`src/rtl/riscv_pkg.sv`:
```
// riscv_pkg: shared state, func3 and ALU opcode constants for the multiply sequencer
package riscv_pkg;
  typedef enum logic [1:0] {S_IDLE, S_RUN, S_NEG, S_DONE} mul_state_e;
  localparam logic [2:0] F3_MUL   = 3'b000;
  localparam logic [2:0] F3_MULH  = 3'b001;
  localparam logic [2:0] F3_MULHU = 3'b011;
  localparam logic [3:0] ALU_OP_ADD = 4'b0000;
endpackage

```
`src/rtl/mul_sequencer.sv`:
```
// mul_sequencer: shift-add multiplier borrowing the shared ALU; MUL_SEQ_MULH_EN adds MULH/MULHU
module mul_sequencer
  import riscv_pkg::*;
#(
  parameter int         WIDTH      = 32,
  parameter logic [3:0] ALU_ADD_OP = ALU_OP_ADD
) (
  input  logic             clk,
  input  logic             reset,
  input  logic             start_i,
  input  logic [2:0]       func3_i,
  input  logic [WIDTH-1:0] rs1_i,
  input  logic [WIDTH-1:0] rs2_i,
  input  logic [WIDTH-1:0] alu_result_i,
  output logic             alu_grant_o,
  output logic [3:0]       alu_op_o,
  output logic [WIDTH-1:0] alu_a_o,
  output logic [WIDTH-1:0] alu_b_o,
  output logic             stall_o,
  output logic             done_o,
  output logic [WIDTH-1:0] result_o
);
  localparam int CW = $clog2(WIDTH);
  mul_state_e       r_state;
  logic [WIDTH-1:0] r_acc_hi, r_acc_lo, r_mcand;
  logic [CW-1:0]    r_count;
  logic [WIDTH-1:0] w_sum, w_mcand, w_mplier;
  logic             w_carry, w_last, w_neg, w_hi_sel;
`ifdef MUL_SEQ_MULH_EN
  logic       r_neg;
  logic [2:0] r_func3;
  logic       w_mulh;
  assign w_mulh   = func3_i == F3_MULH;
  assign w_mcand  = (w_mulh && rs1_i[WIDTH-1]) ? -rs1_i : rs1_i;
  assign w_mplier = (w_mulh && rs2_i[WIDTH-1]) ? -rs2_i : rs2_i;
  assign w_neg    = r_neg;
  assign w_hi_sel = (r_func3 == F3_MULH) || (r_func3 == F3_MULHU);
`else
  logic w_unused_func3;
  assign w_unused_func3 = ^func3_i;
  assign w_mcand  = rs1_i;
  assign w_mplier = rs2_i;
  assign w_neg    = 1'b0;
  assign w_hi_sel = 1'b0;
`endif
  // the ALU add is 32-bit; an unsigned wrap reveals the carry into bit WIDTH
  assign w_sum   = r_acc_lo[0] ? alu_result_i : r_acc_hi;
  assign w_carry = r_acc_lo[0] && (alu_result_i < r_acc_hi);
  assign w_last  = r_count == CW'(WIDTH - 1);
  always_ff @(posedge clk or negedge reset) begin
    if (!reset) begin
      r_state  <= S_IDLE;
      r_acc_hi <= '0;
      r_acc_lo <= '0;
      r_mcand  <= '0;
      r_count  <= '0;
`ifdef MUL_SEQ_MULH_EN
      r_neg    <= 1'b0;
      r_func3  <= '0;
`endif
    end else begin
      case (r_state)
        S_IDLE: if (start_i) begin
          r_state  <= S_RUN;
          r_acc_hi <= '0;
          r_acc_lo <= w_mplier;
          r_mcand  <= w_mcand;
          r_count  <= '0;
`ifdef MUL_SEQ_MULH_EN
          r_neg    <= w_mulh && (rs1_i[WIDTH-1] ^ rs2_i[WIDTH-1]);
          r_func3  <= func3_i;
`endif
        end
        S_RUN: begin
          {r_acc_hi, r_acc_lo} <= {w_carry, w_sum, r_acc_lo[WIDTH-1:1]};
          r_count <= r_count + 1'b1;
          if (w_last) r_state <= w_neg ? S_NEG : S_DONE;
        end
`ifdef MUL_SEQ_MULH_EN
        S_NEG: begin
          {r_acc_hi, r_acc_lo} <= ~{r_acc_hi, r_acc_lo} + (2*WIDTH)'(1);
          r_state <= S_DONE;
        end
`endif
        default: r_state <= S_IDLE;
      endcase
    end
  end
  assign alu_grant_o = r_state == S_RUN;
  assign alu_op_o    = alu_grant_o ? ALU_ADD_OP : '0;
  assign alu_a_o     = alu_grant_o ? r_acc_hi : '0;
  assign alu_b_o     = alu_grant_o ? r_mcand : '0;
  assign done_o      = r_state == S_DONE;
  assign result_o    = done_o ? (w_hi_sel ? r_acc_hi : r_acc_lo) : '0;
  assign stall_o     = reset && ((r_state == S_IDLE) ? start_i : (r_state != S_DONE));
endmodule

```
`config.mk`:
```
export PLATFORM = sky130hd
export DESIGN_NAME = mul_sequencer
export DESIGN_NICKNAME = d
export VERILOG_FILES = /design/src/rtl/riscv_pkg.sv /design/src/rtl/mul_sequencer.sv
export SDC_FILE = /design/constraint.sdc
export NUM_CORES = 1
export LEC_CHECK = 0
export CAP_MARGIN = 20
export CORE_MARGIN = 1
export CORE_UTILIZATION = 46
export DETAILED_ROUTE_END_ITERATION = 6
export GPL_TIMING_DRIVEN = 0
export PLACE_DENSITY = 0.82
export SLEW_MARGIN = 15
export SYNTH_ARGS = -nofsm -noshare
export SYNTH_HDL_FRONTEND = slang
export SYNTH_SLANG_ARGS = --single-unit
```
`constraint.sdc`:
```
create_clock -name clk -period 2.4 [get_ports clk]
set_clock_uncertainty 0.15 [all_clocks]
set_input_delay 0.6 -clock clk [delete_from_list [all_inputs] [get_ports clk]]
set_output_delay 0.6 -clock clk [all_outputs]
set_load 0.005 [all_outputs]
```
==> impl_metrics.csv <==
group,metric,value,unit
global_routing,grt_overflow_total,0,
cells_and_area,final_util,70.9,%
synth,synth_most_common_cell,"dfrtp_1",
floorplan,fp.dieW,114,um
synth,synth_area,0.00581,mm^2
floorplan,fp.dieH,114,um
floorplan,rows,40,
cells_and_area,fin_cells,1006,
clocking,cts_buffers,9,
placement,dp.cells,976,
critical_path,arrival,1.60,ns
timing,setup_ws,0.0472,ns
cells_and_area,drive_above_1_share,20.0,%
detailed_routing,drt_wl_total,16600,um
floorplan,ios,205,
timing,period_needed,2.35,ns
status,status,"finished clean",
timing,fmax,425,MHz
synth,synth_warnings,0,
floorplan,initial_utilization,47.7,%
placement,hpwl,12300,um
critical_path,cp.required,1.65,ns
critical_path,rr_startpoint,"r_state[0]",
clocking,cts_root_buf,"clkbuf_16",
detailed_routing,vias_per_cell,5.30,
flow_run,max_cap_violations,0,
cells_and_area,area_growth,48.5,%
cells_and_area,multi_input_area,0.00289,mm^2
synth,syn_inst,607,
synth,async_flop_share,100,%
critical_path,reg2reg_depth,6,
global_routing,grt_pass1_wl,26800,um
clocking,cts_tree,"done",
critical_path,crit_slowest_cell,"dfrtp_1",
power,p_leak,4.28,nW
global_routing,grt_max_degree,56,
critical_path,critPathMaxStageDelay,0.42,ns
synth,synth.largest_area_cell,"dfrtp_1",
critical_path,reg2reg_to,"r_mcand[8]",
timing,slew_violations,0,
clocking,clkSinkCount,103,
timing,slew_headroom,66.6,%
critical_path,cp-end-kind,"output pin",
power,p_per_area,1170,mW/mm^2
synth,synth_top_area_share,44.4,%
synth,seq_area_frac_synth,44.4,%
timing,hold_viol_final,0,
global_routing,gr-usage-all-layers,26.2,%
synth,synth_common_cells,"dfrtp_1, nand2_1, nor2_1, and2_1, and3_1",
detailed_routing,drtIter0Drc,344,
placement,place_ws,-0.447,ns
clocking,clock_path_buffers,2,
synth,synth_edf_count,0,
cells_and_area,fillerInstances,965,
cells_and_area,nNetsFinal,968,
synth,synth-seq-cells,103,
floorplan,core-area,0.0122,mm^2
placement,io_buffer_count,197,
placement,gp_congestion,0.821,
detailed_routing,dr_total_vias,5333,
timing,finalSetupViolCount,0,
global_routing,antenna_found_initial,0,
critical_path,critical_path.max_fanout,10,
clocking,clk_pin_slew,0.07,ns
critical_path,cp-endpoint,"result_o[26]",
cells_and_area,seqCellArea,0.00258,mm^2
synth,synth_area_leaders,"dfrtp_1, ha_1, mux2_2",
global_routing,grt_pass1_vias,5465,
power,peakVddDrop,0.000767,V
clocking,holdBufCountCts,0,
worst_hold_path,hold_class,"in2async",
clocking,htreeDepth,3,
synth,syn_avg_cell_area,9.56,um^2
timing,tightestPinTransition,0.502,ns
detailed_routing,first_pass_iters,5,
clocking,worstSkewPairLatency,0.35,ns
critical_path,r2r_slack,0.32,ns
critical_path,crit_type,"reg2out",
detailed_routing,remaining_drc_errors,0,
critical_path,path_cells,"buf_6 > buf_4 > buf_8 > and3_1 > dlygate4sd2_1",
timing,finalCritPeriodShare,98.0,%
cells_and_area,insertedDiodeCount,0,
synth,synth_cell_type_count,41,
detailed_routing,ant_nets,0,
detailed_routing,drt-wirelength-per-cell,16.5,um
synth,synthFlopType,"dfrtp_1",
critical_path,startpoint,"r_state[0]",
floorplan,die_area,0.0131,mm^2
critical_path,critical_path.startpoint_type,"flop",
how the worst min path moves through the flow:
stage,endpoint,slack [ns],cells after the start,start
3_5_place_dp,r_mcand[2],0.33,1,r_mcand[2]
5_1_grt,r_acc_hi[25],0.07,1,reset
2_1_floorplan,r_acc_hi[0],0.15,0,reset
3_3_place_gp,r_mcand[2],0.31,1,r_mcand[2]
4_1_cts,r_acc_hi[25],0.04,1,reset
6_report,r_acc_hi[25],0.03,1,reset
metrics by stage:
stage / hold slack [ns] / TNS, ns / area (um^2) / total power, mW
floorplan: 0.154 / 0 / 5820 / 6.02
global placement: 0.313 / -366.30 / 8000 / 8.23
detailed placement: 0.327 / -14.40 / 8030 / 8.47
CTS: 0.0435 / -1.58 / 8570 / 10.1
global route: 0.0710 / -0.00924 / 8620 / 10.9
finish: 0.0320 / 0 / 8620 / 10.1
placed cells by master, fill, tap and decap left out, types with 4 or more instances in the layout:
cell type,instances
dfrtp_1,103
clkdlybuf4s50_1,97
nand2_1,71
nor2_1,52
dlygate4sd2_1,46
inv_1,33
and2_1,33
and3_1,33
mux2i_1,33
ha_1,33
a31oi_1,31
mux2_2,30
o22ai_1,30
buf_2,26
buf_4,23
buf_6,16
clkdlybuf4s15_2,14
nor2_2,13
clkdlybuf4s15_1,13
clkbuf_16,11
a21oi_1,11
o21ai_0,8
clkbuf_8,6
clkbuf_1,6
a21o_1,5
buf_12,4
nor2_4,4
nand4_1,4
conb_1,4
final cells by class:
type | instances | area share (%)
Tap cell | 168 | 2.44
Clock buffer | 9 | 2.61
Timing Repair Buffer | 214 | 22.9
Buffer | 46 | 5.80
Clock inverter | 7 | 1.13
Inverter | 35 | 1.67
Multi-Input combinational cell | 424 | 33.6
Sequential cell | 103 | 29.9
critical path: cells and delay by family, from the launching register on:
family,cells,cell delay [ns]
buffers and inverters,4,0.70
DFF,1,0.42
and+or+nand+nor,1,0.13
layer usage:
metal  routed length [um]  part of all wire, %  global-route usage [%]  up-vias
li1                     -                    -                       -     2530
met1                 6980                   42                    32.9     2558
met2                 8140                   49                    44.4      216
met3                 1210                  7.3                    7.15       29
met4                  240                  1.4                    7.62        0
met5                    0                    0                       0        -
where the power goes:
group / internal, mW / switching [mW] / total (mW)
sequential: 2.63 / 0.523 / 3.16
combinational: 2.80 / 2.54 / 5.34
clock: 0.916 / 0.678 / 1.59
logic make-up (layout without fill, tap and decap cells):
group / count (synthesis) / in the layout / synth area share, %
AO/OA/AOI/OAI: 95 / 95 / 10.3
other: 1 / 4 / 0.0646
adder cells (fa/ha/maj): 33 / 33 / 7.11
flip-flops: 103 / 103 / 44.4
AND/OR/NAND/NOR: 226 / 226 / 18.6
XOR/XNOR: 1 / 1 / 0.151
buffers and inverters: 83 / 311 / 7.44
multiplexers: 65 / 65 / 11.9
flip-flops by register name, summed over array words and instances, names as in the netlist:
register / flops
r_acc_lo: 32
r_mcand: 32
r_count: 5
r_acc_hi: 32
r_state: 2
repair_timing:
item / in CTS / in global routing
setup buffers: 15 / 1
gates resized for setup: 270 / 41
endpoints found under the setup margin: 99 / 56
pin swaps: 1 / 0
Note: power is estimated with default switching activity, not from simulation.
